--- src/rtl/mem_dump_pkg.sv ---
// Shared types and default widths for the data-memory dump reader.
// Imported by the interface, the output register and the top level.
package mem_dump_pkg;

  localparam int AW_DEF = 8;
  localparam int DW_DEF = 8;
  localparam int CW_DEF = 9;

  typedef enum logic [2:0] {
    IDLE,
    WAIT_DONE,
    READ,
    DRAIN,
    FINISH
  } state_t;

endpackage

--- src/rtl/mem_dump_if.sv ---
// Valid/ready stream carrying dumped words with address and last flag.
// The dump block is the master, the host-side consumer the slave.
interface mem_dump_if
  import mem_dump_pkg::*;
#(
  parameter int AW = AW_DEF,
  parameter int DW = DW_DEF
);

  logic          dout_valid;
  logic          dout_ready;
  logic [DW-1:0] dout_data;
  logic [AW-1:0] dout_addr;
  logic          dout_last;

  modport master (
    output dout_valid,
    output dout_data,
    output dout_addr,
    output dout_last,
    input  dout_ready
  );

  modport slave (
    input  dout_valid,
    input  dout_data,
    input  dout_addr,
    input  dout_last,
    output dout_ready
  );

endinterface

--- src/rtl/dump_out_reg.sv ---
// Single-entry valid/ready output register plus running checksum
// of every word the consumer accepts.
module dump_out_reg #(
  parameter int AW = 8,
  parameter int DW = 8
) (
  input  logic          clk,
  input  logic          reset,
  input  logic          load,
  input  logic          clr,
  input  logic [DW-1:0] inData,
  input  logic [AW-1:0] inAddr,
  input  logic          inLast,
  input  logic          ready,
  output logic          valid,
  output logic [DW-1:0] data,
  output logic [AW-1:0] addr,
  output logic          last,
  output logic [DW-1:0] checksum
);

  logic accept;

  assign accept = valid && ready;

  always_ff @(posedge clk or posedge reset) begin
    if (reset) begin
      valid    <= 1'b0;
      data     <= '0;
      addr     <= '0;
      last     <= 1'b0;
      checksum <= '0;
    end else begin
      // clr only fires while idle, so it never races an accept
      if (clr) begin
        checksum <= '0;
      end else if (accept) begin
        checksum <= checksum + data;
      end
      if (load) begin
        valid <= 1'b1;
        data  <= inData;
        addr  <= inAddr;
        last  <= inLast;
      end else if (ready) begin
        valid <= 1'b0;
      end
    end
  end

endmodule

--- src/rtl/mem_dump.sv ---
// Host-side dataMem reader: waits for core halt, then streams a window
// of words out with address, last flag and checksum.
module mem_dump
  import mem_dump_pkg::*;
#(
  parameter int AW = AW_DEF,
  parameter int DW = DW_DEF,
  parameter int CW = CW_DEF
) (
  input  logic          clk,
  input  logic          reset,
  input  logic          start,
  input  logic [AW-1:0] base_addr,
  input  logic [CW-1:0] word_cnt,
  input  logic          core_done,
  output logic          mux_sel,
  output logic [AW-1:0] mem_addr,
  input  logic [DW-1:0] mem_rd_data,
  mem_dump_if.master    dout,
  output logic          busy,
  output logic          finished,
  output logic [DW-1:0] checksum
);

  localparam logic [CW-1:0] MaxCnt = CW'(1) << AW;

  state_t        state;
  logic [AW-1:0] addrQ;
  logic [CW-1:0] remQ;
  logic [CW-1:0] cntClamp;
  logic          armOk;
  logic          load;
  logic          lastWord;

  assign cntClamp = (word_cnt > MaxCnt) ? MaxCnt : word_cnt;
  assign armOk    = start && (state == IDLE || state == FINISH);
  assign load     = (state == READ) && (!dout.dout_valid || dout.dout_ready);
  assign lastWord = (remQ == CW'(1));
  assign mem_addr = addrQ;

  always_ff @(posedge clk or posedge reset) begin
    if (reset) begin
      state    <= IDLE;
      addrQ    <= '0;
      remQ     <= '0;
      mux_sel  <= 1'b0;
      busy     <= 1'b0;
      finished <= 1'b0;
    end else begin
      unique case (state)
        IDLE, FINISH: begin
          if (start) begin
            state    <= WAIT_DONE;
            addrQ    <= base_addr;
            remQ     <= cntClamp;
            busy     <= 1'b1;
            finished <= 1'b0;
          end
        end
        WAIT_DONE: begin
          if (core_done) begin
            if (remQ != '0) begin
              state   <= READ;
              mux_sel <= 1'b1;
            end else begin
              state    <= FINISH;
              busy     <= 1'b0;
              finished <= 1'b1;
            end
          end
        end
        READ: begin
          if (load) begin
            addrQ <= addrQ + 1'b1;
            remQ  <= remQ - 1'b1;
            if (lastWord) state <= DRAIN;
          end
        end
        DRAIN: begin
          // last word is already registered; wait for its accept
          if (dout.dout_ready) begin
            state    <= FINISH;
            mux_sel  <= 1'b0;
            busy     <= 1'b0;
            finished <= 1'b1;
          end
        end
        default: state <= IDLE;
      endcase
    end
  end

  dump_out_reg #(
    .AW(AW),
    .DW(DW)
  ) u_out (
    .clk      (clk),
    .reset    (reset),
    .load     (load),
    .clr      (armOk),
    .inData   (mem_rd_data),
    .inAddr   (addrQ),
    .inLast   (lastWord),
    .ready    (dout.dout_ready),
    .valid    (dout.dout_valid),
    .data     (dout.dout_data),
    .addr     (dout.dout_addr),
    .last     (dout.dout_last),
    .checksum (checksum)
  );

endmodule
--- src/flat_wrapper.sv ---
// flat-port wrapper written by rule: the top's interface ports become plain ports
module mem_dump_flat import mem_dump_pkg::*;
#(
  parameter int AW = AW_DEF,
  parameter int DW = DW_DEF,
  parameter int CW = CW_DEF
)
  (clk, reset, start, base_addr, word_cnt, core_done, mux_sel, mem_addr, mem_rd_data, busy, finished, checksum, dout_dout_valid, dout_dout_data, dout_dout_addr, dout_dout_last, dout_dout_ready);
  mem_dump_if #(.AW(AW), .DW(DW)) dout_i ();
  input  logic clk;
  input  logic reset;
  input  logic start;
  input  logic [AW-1:0] base_addr;
  input  logic [CW-1:0] word_cnt;
  input  logic core_done;
  output logic mux_sel;
  output logic [AW-1:0] mem_addr;
  input  logic [DW-1:0] mem_rd_data;
  output logic busy;
  output logic finished;
  output logic [DW-1:0] checksum;
  output wire logic [$bits(dout_i.dout_valid)-1:0] dout_dout_valid;
  output wire logic [$bits(dout_i.dout_data)-1:0] dout_dout_data;
  output wire logic [$bits(dout_i.dout_addr)-1:0] dout_dout_addr;
  output wire logic [$bits(dout_i.dout_last)-1:0] dout_dout_last;
  input wire logic [$bits(dout_i.dout_ready)-1:0] dout_dout_ready;
  assign dout_dout_valid = dout_i.dout_valid;
  assign dout_dout_data = dout_i.dout_data;
  assign dout_dout_addr = dout_i.dout_addr;
  assign dout_dout_last = dout_i.dout_last;
  assign dout_i.dout_ready = dout_dout_ready;
  mem_dump #(.AW(AW), .DW(DW), .CW(CW)) u_core (.clk(clk), .reset(reset), .start(start), .base_addr(base_addr), .word_cnt(word_cnt), .core_done(core_done), .mux_sel(mux_sel), .mem_addr(mem_addr), .mem_rd_data(mem_rd_data), .dout(dout_i), .busy(busy), .finished(finished), .checksum(checksum));
endmodule
--- config.mk ---
export PLATFORM = sky130hd
export DESIGN_NAME = mem_dump_flat
export DESIGN_NICKNAME = d
export VERILOG_FILES = /design/src/rtl/mem_dump_pkg.sv /design/src/rtl/mem_dump_if.sv /design/src/rtl/dump_out_reg.sv /design/src/rtl/mem_dump.sv /design/src/flat_wrapper.sv
export SDC_FILE = /design/constraint.sdc
export NUM_CORES = 1
export LEC_CHECK = 0
export CAP_MARGIN = 20
export CORE_ASPECT_RATIO = 2
export CORE_MARGIN = 3
export CORE_UTILIZATION = 25
export CTS_CLUSTER_SIZE = 25
export DETAILED_ROUTE_END_ITERATION = 16
export GPL_ROUTABILITY_DRIVEN = 0
export PLACE_DENSITY = 0.5
export SKIP_CTS_REPAIR_TIMING = 1
export SYNTH_ARGS = -nofsm -noshare
export SYNTH_HDL_FRONTEND = slang
export SYNTH_SLANG_ARGS = --single-unit
--- constraint.sdc ---
create_clock -name clk -period 1.6 [get_ports clk]
set_input_delay 0.24 -clock clk [delete_from_list [all_inputs] [get_ports clk]]
set_output_delay 0.24 -clock clk [all_outputs]
set_load 0.03 [all_outputs]
==> results.yml <==
outcome:
  status: "complete, but fails checks"
  violations: "setup timing"
cells_and_area:
  design_area_mm2: 0.00435
  area_growth_pct: 66.2
  fin_cells: 523
  num-nets-final: 429
  final_layout_size_suffix_gt1_frac: 0.284
  final_util: 0.429
  final_common_cell: "buf_4"
  antennaDiodeCount: 0
  final_cell_mix: "53 x buf_4, 36 x clkdlybuf4s50_1, 36 x dfrtp_1, 30 x dlymetal6s2s_1, 23 x nand2_1"
clock_tree:
  path_clk_slew_ps: 70
  clk-insertion-delay-late_ps: 300
  clock-root-buffer: "clkbuf_16"
  cts_sinks: 49
  cts_buffers: 5
  cts_buffer_depth: 2
  cts_max_level: 2
  cts_tree: "built"
logic_synthesis:
  async_flop_share: 1.00
  synth.yosys.warnings: 0
  syn_inst: 268
  synth_edf_count: 0
  postSynthAreaPerCell_um2: 9.77
  synthesis.nets: 310
  synth_top_flop_cell: "dfrtp_1"
  synth_top_area_frac: 0.468
  syn_area_mm2: 0.00262
  ys_seq_elements: 49
  synth_area_leaders: "dfrtp_1 47%, mux2_1 6.9%, ha_1 5.3%, a21oi_1 4.6%, o21ai_1 3.6%"
  ys_types: 46
  synth_seq_area_share: 0.468
  synth_top_cell_by_area: "dfrtp_1"
setup_path:
  cp-end-kind: "flop"
  cp_slowest_stage_delay_ps: 510
  start_kind: "flop"
  critPathKind: "reg -> reg"
  cp.required_ps: 1830
  worstPathCellList: "ha_4 > a21oi_4 > a211oi_4 > o21a_1 > or4b_1 > nand2_1"
  cp.arrival_ps: 2030
  path_max_fanout: 4
  cpMaxStageDelayCell: "or4b_1"
drt:
  wirelength_um: 8050
  drtAntennaViolNets: 0
  vias_per_cell: 4.73
  drt_first_iter_violations: 70
  first_pass_iters: 4
  drc: 0
  wl_per_cell_um: 15.4
  vias: 2473
power_and_ir_drop:
  total_leakage_power_nw: 2.07
  p_per_area_mw_per_mm2: 2290
  totalPowerFinal_mw: 9.95
  peakVddDrop_mv: 0.862
timing:
  rsz0062_at_grt: "true"
  setup_tns_ps: -584
  tightest_slew_ps: 349
  worst_slack_ps: -197
  hold_viol_final: 0
  drv_slew: 0
  period_share: 1.12
  fin_skew_ps: 10.2
  relSlewSlack: 0.767
  finalSetupViolCount: 6
  fmax_ghz: 0.556
  finalCriticalPeriod_ps: 1800
  whs_ps: 310
placement:
  hpwl_um: 6300
  dp_slack_ps: -280
  dp.cells: 512
  port_buffers: 66
  placedInstanceArea_mm2: 0.00397
die:
  die_h_um: 151
  dieArea_mm2: 0.0118
  rows: 52
  core_mm2: 0.0101
  io_pins: 67
  initial_core_util: 0.258
  dieWidth_um: 78.4
global_route:
  grt_max_degree: 50
  grt_pass1_vias: 2605
  grt_pass1_wl_um: 12800
  track_usage: 0.142
  grt_antenna_before_repair: 0
  gr-total-overflow: 0
worst_hold_path:
  hold_class: "in -> async"
flow_run:
  drv_cap: 0
[power by group]
| part | internal [mW] | switching [mW] |
|---|---|---|
| clock | 0.894 | 0.485 |
| combinational | 2.95 | 3.25 |
| sequential | 1.85 | 0.514 |
[critical path, delay by kind of cell (launching register included)]
family	cells	cell delay, ps
AO/OA/AOI/OAI	3	450
flip-flops	1	430
adder cells (fa/ha/maj)	1	270
AND/OR/NAND/NOR	2	590
[per-layer routing]
metal	GRT usage	vias to the layer above	share of wire
met1	0.135	1200	0.36
li1	-	1209	-
met2	0.287	56	0.59
met5	0	-	0
met3	0.0240	8	0.034
met4	0.0595	0	0.017
[final cells by class]
cell class              count  area (um^2)
well taps                 135          169
repair buffers            123         1200
fillers                  1011         5800
flip-flops and latches     49         1240
clock inverters             3         65.1
clock buffers               5          125
multi-input cells         197         1500
inverters                  11         41.3
[logic make-up after synthesis]
group	after synthesis	synth area share
AOI/OAI and AO/OA	84	0.192
and+or+nand+nor	82	0.166
DFF	49	0.468
buffers and inverters	22	0.0339
muxes	18	0.0764
adders and majority gates	12	0.0602
xor gates and xnor gates	1	0.00335
[cells in the mapped netlist, types with 2 or more instances]
| cell | n |
|---|---|
| dfrtp_1 | 49 |
| a21oi_1 | 24 |
| nand2_1 | 24 |
| o21ai_1 | 19 |
| mux2_1 | 16 |
| nand3_1 | 15 |
| nor2_1 | 14 |
| ha_1 | 11 |
| a31oi_1 | 10 |
| inv_1 | 9 |
| clkbuf_1 | 6 |
| a22oi_1 | 5 |
| buf_2 | 5 |
| o21ai_0 | 5 |
| a21o_1 | 4 |
| and3_1 | 4 |
| nor2b_1 | 4 |
| nor3_1 | 4 |
| a211oi_1 | 3 |
| o21a_1 | 3 |
| inv_2 | 2 |
| mux2i_1 | 2 |
| nand2b_1 | 2 |
| nor4b_1 | 2 |
| o211ai_1 | 2 |
| o22ai_1 | 2 |
| o2bb2ai_1 | 2 |
| or3_1 | 2 |
[state kept, by name, summed over array words and instances, names as in the netlist]
signal                 flops
u_core.u_out.valid         1
u_core.finished            1
u_core.state               3
u_core.u_out.last          1
u_core.remQ                9
u_core.mux_sel             1
u_core.u_out.data          8
u_core.u_out.checksum      8
u_core.u_out.addr          8
u_core.busy                1
u_core.mem_addr            8
[path summary, 6_finish.rpt]
check	startpoint	end	slack, ps	cells after the start
worst max-delay path	u_core.u_out.checksum[2]	u_core.u_out.checksum[7]	-200	6
max in group asynchronous	reset	u_core.u_out.data[0]	1030	3
worst min-delay path	reset	u_core.mem_addr[2]	310	3
min in group clk	u_core.u_out.addr[1]	u_core.u_out.addr[1]	500	1
worst min register to register	u_core.u_out.addr[1]	u_core.u_out.addr[1]	500	1
worst max register to register	u_core.u_out.checksum[2]	u_core.u_out.checksum[7]	-200	6
Power figures use the tool's default switching activity.
